===== config.mk =====
export PLATFORM = sky130hd
export DESIGN_NAME = inst_fetch_queue
export DESIGN_NICKNAME = d
export VERILOG_FILES = /design/src/rtl/inst_fetch_queue_pkg.sv /design/src/rtl/inst_fetch_queue_sync_fifo.sv /design/src/rtl/inst_fetch_queue.sv
export SDC_FILE = /design/constraint.sdc
export NUM_CORES = 1
export LEC_CHECK = 0
export CAP_MARGIN = 15
export CORE_MARGIN = 2
export CORE_UTILIZATION = 54
export CTS_CLUSTER_SIZE = 28
export DETAILED_ROUTE_END_ITERATION = 6
export PLACE_DENSITY = 0.92
export SLEW_MARGIN = 10
export SYNTH_ARGS = -nofsm -noshare
export SYNTH_HDL_FRONTEND = slang
export SYNTH_SLANG_ARGS = --single-unit

===== constraint.sdc =====
create_clock -name clk -period 3.85 [get_ports clk]
set_input_delay 0.77 -clock clk [delete_from_list [all_inputs] [get_ports clk]]
set_output_delay 0.77 -clock clk [all_outputs]
set_load 0.02 [all_outputs]

===== src/rtl/inst_fetch_queue_pkg.sv =====
// rtl/inst_fetch_queue_pkg.sv - shared fetch constants and the queued {pc, inst} entry type
package inst_fetch_queue_pkg;

    localparam logic [31:0] INST_RESET_PC = 32'h0000_0000;
    localparam logic [31:0] INST_BYTES    = 32'd4;

    typedef struct packed {
        logic [31:0] pc;
        logic [31:0] inst;
    } fetch_entry_t;

    // Word-align a byte address by clearing the two low bits.
    function automatic logic [31:0] word_align(input logic [31:0] addr);
        return addr & ~32'h0000_0003;
    endfunction

endpackage


===== src/rtl/inst_fetch_queue_sync_fifo.sv =====
// rtl/inst_fetch_queue_sync_fifo.sv - generic DEPTH x WIDTH circular FIFO with push/pop/flush and count
module sync_fifo #(
    parameter int DEPTH = 4,
    parameter int WIDTH = 64
) (
    input  logic                     clk,
    input  logic                     rst,
    input  logic                     flush,
    input  logic                     push,
    input  logic [WIDTH-1:0]         wdata,
    input  logic                     pop,
    output logic [WIDTH-1:0]         rdata,
    output logic [$clog2(DEPTH):0]   count
);

    localparam int AW = $clog2(DEPTH);
    localparam int CW = AW + 1;
    localparam logic [CW-1:0] FULL_COUNT = CW'(DEPTH);

    logic [WIDTH-1:0] mem [DEPTH];
    logic [AW-1:0]    rptr;
    logic [AW-1:0]    wptr;
    logic             do_pop;
    logic             do_push;

    // A push into a full FIFO is legal only when the head leaves in the same cycle.
    always_comb begin
        do_pop  = pop & (count != '0) & ~flush;
        do_push = push & ((count < FULL_COUNT) | do_pop) & ~flush;
    end

    assign rdata = mem[rptr];

    always_ff @(posedge clk) begin
        if (do_push && !rst) begin
            mem[wptr] <= wdata;
        end
    end

    always_ff @(posedge clk) begin
        if (rst || flush) begin
            rptr  <= '0;
            wptr  <= '0;
            count <= '0;
        end else begin
            if (do_push) begin
                wptr <= wptr + AW'(1);
            end
            if (do_pop) begin
                rptr <= rptr + AW'(1);
            end
            unique case ({do_push, do_pop})
                2'b10:   count <= count + CW'(1);
                2'b01:   count <= count - CW'(1);
                default: count <= count;
            endcase
        end
    end

endmodule


===== src/rtl/inst_fetch_queue.sv =====
// rtl/inst_fetch_queue.sv - fetch PC owner, InstMemory read driver and prefetch queue toward decode
module inst_fetch_queue
    import inst_fetch_queue_pkg::*;
#(
    parameter int          DEPTH    = 4,
    parameter logic [31:0] RESET_PC = INST_RESET_PC
) (
    input  logic                     clk,
    input  logic                     rst,
    input  logic                     fetch_en,
    input  logic                     redirect_valid,
    input  logic [31:0]              redirect_pc,
    output logic [31:0]              imem_addr,
    output logic                     imem_read,
    input  logic [31:0]              imem_rdata,
    output logic                     out_valid,
    input  logic                     out_ready,
    output logic [31:0]              out_inst,
    output logic [31:0]              out_pc,
    output logic [$clog2(DEPTH):0]   queue_count
);

    localparam int CW = $clog2(DEPTH) + 1;
    localparam logic [CW-1:0] FULL_COUNT = CW'(DEPTH);

    logic [31:0]  fetch_pc;
    logic         issue;
    logic         pop;
    fetch_entry_t wr_entry;
    fetch_entry_t head_entry;
    logic [63:0]  head_bits;
    logic [CW-1:0] count;

    // Redirect blanks the head so decode never consumes a wrong-path instruction.
    always_comb begin
        out_valid = (count != '0) & ~redirect_valid & ~rst;
        pop       = out_valid & out_ready;
        issue     = fetch_en & ~redirect_valid & ~rst & ((count < FULL_COUNT) | pop);
    end

    assign imem_read   = issue;
    assign imem_addr   = fetch_pc;
    assign wr_entry    = '{pc: fetch_pc, inst: imem_rdata};
    assign head_entry  = fetch_entry_t'(head_bits);
    assign out_inst    = head_entry.inst;
    assign out_pc      = head_entry.pc;
    assign queue_count = count;

    always_ff @(posedge clk) begin
        if (rst) begin
            fetch_pc <= RESET_PC;
        end else if (redirect_valid) begin
            fetch_pc <= word_align(redirect_pc);
        end else if (issue) begin
            fetch_pc <= fetch_pc + INST_BYTES;
        end
    end

    sync_fifo #(
        .DEPTH (DEPTH),
        .WIDTH (64)
    ) u_queue (
        .clk   (clk),
        .rst   (rst),
        .flush (redirect_valid),
        .push  (issue),
        .wdata (wr_entry),
        .pop   (pop),
        .rdata (head_bits),
        .count (count)
    );

endmodule

==> impl_metrics.xml <==
<?xml version="1.0" encoding="UTF-8"?>
<metrics>
  <group name="critical_path">
    <metric name="worst_ep_arrival_time" unit="ns">2.58</metric>
    <metric name="critical_path.reg2reg.endpoint" unit="">imem_addr[31]$_SDFFE_PP0P_</metric>
    <metric name="crit_path_start_kind" unit="">register</metric>
    <metric name="critPathCaptureType" unit="">output port</metric>
    <metric name="critical_path.reg2reg.startpoint" unit="">imem_addr[10]$_SDFFE_PP0P_</metric>
    <metric name="worst_ep_required_time" unit="ns">3.08</metric>
    <metric name="top_fanout_value_on_the_critical_path" unit="">25</metric>
    <metric name="r2r_slack" unit="ns">1.22</metric>
    <metric name="worst_setup_path_class" unit="">reg2out</metric>
    <metric name="reg2reg_depth" unit="">5</metric>
  </group>
  <group name="detailed_routing">
    <metric name="detail_route.iter0.violations" unit="">427</metric>
    <metric name="remaining_drc_errors" unit="">0</metric>
    <metric name="wl" unit="um">22720</metric>
    <metric name="wl_per_cell" unit="um">21.36</metric>
    <metric name="dr.pass1.iters" unit="">5</metric>
    <metric name="count_of_nets_left_with_antenna_violations_after_detail_routing" unit="">0</metric>
    <metric name="dr_total_vias" unit="">6007</metric>
    <metric name="drt-vias-per-instance" unit="">5.646</metric>
  </group>
  <group name="placement">
    <metric name="hpwl" unit="um">14440</metric>
    <metric name="placement.cell_area" unit="sq mm">0.01312</metric>
    <metric name="portBuffers" unit="">163</metric>
    <metric name="place_congestion" unit="">0.8131</metric>
  </group>
  <group name="global_route">
    <metric name="grt_usage" unit="%">20.90</metric>
    <metric name="gr-total-overflow" unit="">0</metric>
    <metric name="grt_start_max_net_pins" unit="">48</metric>
    <metric name="antenna_found_initial" unit="">0</metric>
    <metric name="grt_pass1_vias" unit="">6224</metric>
    <metric name="global_route_wire_length_before_repair" unit="um">35010</metric>
  </group>
  <group name="timing">
    <metric name="setup_viol_count_final" unit="">0</metric>
    <metric name="clock-skew-final" unit="ns">0.008604</metric>
    <metric name="fin_tns_setup" unit="ns">0</metric>
    <metric name="timing.max_slew.rel_slack" unit="%">50.58</metric>
    <metric name="worst_slew_pin_slew" unit="ns">0.7402</metric>
    <metric name="maxClockFrequency" unit="MHz">298.5</metric>
    <metric name="setup_repair_after_global_routing_missed_its_margin" unit="">no</metric>
    <metric name="timing_hold_violations_final" unit="">0</metric>
    <metric name="crit_share_post_route" unit="%">87.00</metric>
    <metric name="final.min_clock_period" unit="ns">3.350</metric>
    <metric name="slew_viol_final" unit="">0</metric>
  </group>
  <group name="outcome">
    <metric name="outcome" unit="">completed</metric>
  </group>
  <group name="pwr">
    <metric name="static-leakage-power" unit="nW">4.444</metric>
    <metric name="power_density" unit="mW/mm^2">467.9</metric>
    <metric name="worst_ir_drop_vdd" unit="uV">263.4</metric>
  </group>
  <group name="floorplan">
    <metric name="dieHeight" unit="um">147.1</metric>
    <metric name="row_cnt" unit="">52</metric>
    <metric name="fp.dieW" unit="um">147.1</metric>
    <metric name="boundaryPins" unit="">170</metric>
    <metric name="start_util" unit="%">54.83</metric>
    <metric name="placeableCoreArea" unit="sq mm">0.02017</metric>
    <metric name="dieArea" unit="sq mm">0.02164</metric>
  </group>
  <group name="yosys">
    <metric name="ys_warn_count" unit="">0</metric>
    <metric name="syn-instance-count" unit="">594</metric>
    <metric name="yosys.cell_types.count" unit="">41</metric>
    <metric name="ys_async_sr_fraction" unit="%">0</metric>
    <metric name="synth-main-ff-cell" unit="">sky130_fd_sc_hd__edfxtp_1</metric>
    <metric name="synthesis.area" unit="sq mm">0.01106</metric>
    <metric name="synth_register_bits" unit="">287</metric>
    <metric name="synth_top_area_share" unit="%">67.34</metric>
    <metric name="area_leader_netlist" unit="">sky130_fd_sc_hd__edfxtp_1</metric>
    <metric name="synth.yosys.seq_area_share" unit="%">74.40</metric>
    <metric name="syn_avg_cell_area" unit="sq um">18.62</metric>
    <metric name="synth_top_cells_by_area" unit="">sky130_fd_sc_hd__edfxtp_1 67%, sky130_fd_sc_hd__mux4_2 13%, sky130_fd_sc_hd__dfxtp_1 7.1%, sky130_fd_sc_hd__xnor2_1 1.8%, sky130_fd_sc_hd__nand2_1 0.98%</metric>
    <metric name="synth_most_common_cell" unit="">sky130_fd_sc_hd__edfxtp_1</metric>
    <metric name="synth-edff-count" unit="">248</metric>
    <metric name="ys_top_cells_by_count" unit="">248 x sky130_fd_sc_hd__edfxtp_1, 62 x sky130_fd_sc_hd__mux4_2, 39 x sky130_fd_sc_hd__dfxtp_1</metric>
  </group>
  <group name="cts">
    <metric name="tritoncts" unit="">yes</metric>
    <metric name="cts.sinks" unit="">287</metric>
    <metric name="worst_skew_pair.late_latency" unit="ns">0.52</metric>
    <metric name="cts_hold_buffers" unit="">0</metric>
    <metric name="ctsRootBufferMaster" unit="">sky130_fd_sc_hd__clkbuf_16</metric>
    <metric name="cts_max_path_buffers" unit="">3</metric>
    <metric name="cts.htree.levels" unit="">1</metric>
    <metric name="clock_buffer_count_from_cts" unit="">28</metric>
    <metric name="clock_transition_time_at_the_flip_flop_clock_pins_of_the_worst_setup_and_hold_paths" unit="ns">0.06</metric>
    <metric name="cts_resized" unit="">0</metric>
    <metric name="post_cts.repair.setup_buffers" unit="">0</metric>
  </group>
  <group name="cells_and_area">
    <metric name="nets" unit="">849</metric>
    <metric name="filler_cell_count" unit="">1284</metric>
    <metric name="multiInputGateArea" unit="sq mm">0.002675</metric>
    <metric name="layout-area-overhead-vs-synth" unit="%">27.19</metric>
    <metric name="ant_diodes" unit="">0</metric>
    <metric name="sequential_cell_area" unit="sq mm">0.008235</metric>
    <metric name="postLayoutCellArea" unit="sq mm">0.01407</metric>
    <metric name="layout-drive-gt1-share" unit="%">16.37</metric>
    <metric name="layout.core_utilization" unit="%">69.74</metric>
  </group>
  <group name="hold_path">
    <metric name="worstHoldPathCells" unit="">2</metric>
    <metric name="holdPathEnd" unit="">u_queue.rptr[1]$_SDFFE_PP0P_</metric>
    <metric name="hp-class" unit="">reg2reg</metric>
    <metric name="min_from" unit="">u_queue.rptr[1]$_SDFFE_PP0P_</metric>
  </group>
  <group name="job">
    <metric name="number_of_max_cap_violations" unit="">0</metric>
  </group>
</metrics>
-- cell families after synthesis --
family,count (synthesis),share of synthesized area [%]
xor gates and xnor gates,28,2.217
buffers and inverters,45,1.697
muxes,64,12.81
AOI/OAI and AO/OA,47,2.749
DFF,287,74.40
and+or+nand+nor,115,5.238
other,1,0.03391
adders and majority gates,7,0.8598
-- layout by cell type, fill, tap and decap left out, types with 4 or more instances in the layout --
cell and count:
sky130_fd_sc_hd__and3_4 4, sky130_fd_sc_hd__a211oi_1 7, sky130_fd_sc_hd__xnor2_1 23, sky130_fd_sc_hd__conb_1 4, sky130_fd_sc_hd__a21oi_1 14, sky130_fd_sc_hd__dfxtp_1 37
sky130_fd_sc_hd__xor2_1 5, sky130_fd_sc_hd__o21bai_1 5, sky130_fd_sc_hd__a311oi_1 5, sky130_fd_sc_hd__nor2_1 27, sky130_fd_sc_hd__buf_12 6, sky130_fd_sc_hd__clkinv_1 5
sky130_fd_sc_hd__nand2_1 29, sky130_fd_sc_hd__nor4_1 7, sky130_fd_sc_hd__inv_1 11, sky130_fd_sc_hd__or3_1 5, sky130_fd_sc_hd__edfxtp_1 248, sky130_fd_sc_hd__clkbuf_1 6
sky130_fd_sc_hd__mux4_2 62, sky130_fd_sc_hd__clkdlybuf4s50_1 163, sky130_fd_sc_hd__nand4_1 10, sky130_fd_sc_hd__ha_1 6, sky130_fd_sc_hd__nand3_1 8, sky130_fd_sc_hd__o21ai_0 8
sky130_fd_sc_hd__clkbuf_16 30, sky130_fd_sc_hd__nor3_1 8, sky130_fd_sc_hd__and2_1 4, sky130_fd_sc_hd__buf_4 10
-- flip-flops by register name, summed over array words and instances, names as in the netlist, named ones only --
signal,flops
u_queue.mem,248
imem_addr,30
u_queue.count,3
u_queue.rptr,2
u_queue.wptr,2
-- final cells by class --
type	instances	share of cell area [%]
Timing Repair Buffer	179	12.99
Tap cell	270	2.402
Clock buffer	39	5.791
Clock inverter	12	0.9340
Sequential cell	287	58.55
Multi-Input combinational cell	265	19.02
Inverter	12	0.3202
-- per-stage QoR --
stage	power, mW	worst slack (ns)	instances	hold WS, ns
3_5_place_dp	3.904	0.4040	1013	0.5283
3_3_place_gp	3.890	0.4661	1013	0.5086
6_report	6.581	0.5004	1064	0.5396
5_1_grt	6.769	0.3438	1064	0.5722
4_1_cts	6.629	0.4265	1064	0.5511
2_1_floorplan	3.692	0.6331	597	0.4847
-- report_power, final --
part | internal (mW) | leakage, nW | total (mW) | switching (mW)
Sequential | 3.43 | 2.58 | 3.49 | 0.0610
Clock | 1.67 | 0.460 | 2.74 | 1.07
Combinational | 0.178 | 1.40 | 0.347 | 0.168
Total | 5.28 | 4.44 | 6.58 | 1.30
-- worst max-delay path by stage --
| stage | start | to | cells past startpoint |
|---|---|---|---|
| finish | register | out_inst[0] | 3 |
| global route | register | out_pc[7] | 3 |
| CTS | register | out_pc[10] | 3 |
| detailed placement | redirect_valid | u_queue.count[2]$_SDFFE_PP0P_ | 9 |
| global placement | redirect_valid | u_queue.count[2]$_SDFFE_PP0P_ | 9 |
| floorplan | out_ready | u_queue.mem[0][0]$_DFFE_PP_ | 4 |
-- per-layer routing --
layer / global-route usage [%] / part of all wire (%)
met1: 28.70 / 40
met2: 35.37 / 50
met3: 3.602 / 7.6
met4: 5.385 / 1.9
met5: 0 / 0
-- worst max-delay path, cell delays in order, from the launching register on --
cell and delay, ns:
sky130_fd_sc_hd__dfxtp_4 0.62, sky130_fd_sc_hd__buf_12 0.29, sky130_fd_sc_hd__mux4_2 0.54, sky130_fd_sc_hd__clkdlybuf4s50_1 0.58
Power figures use the tool's default switching activity.
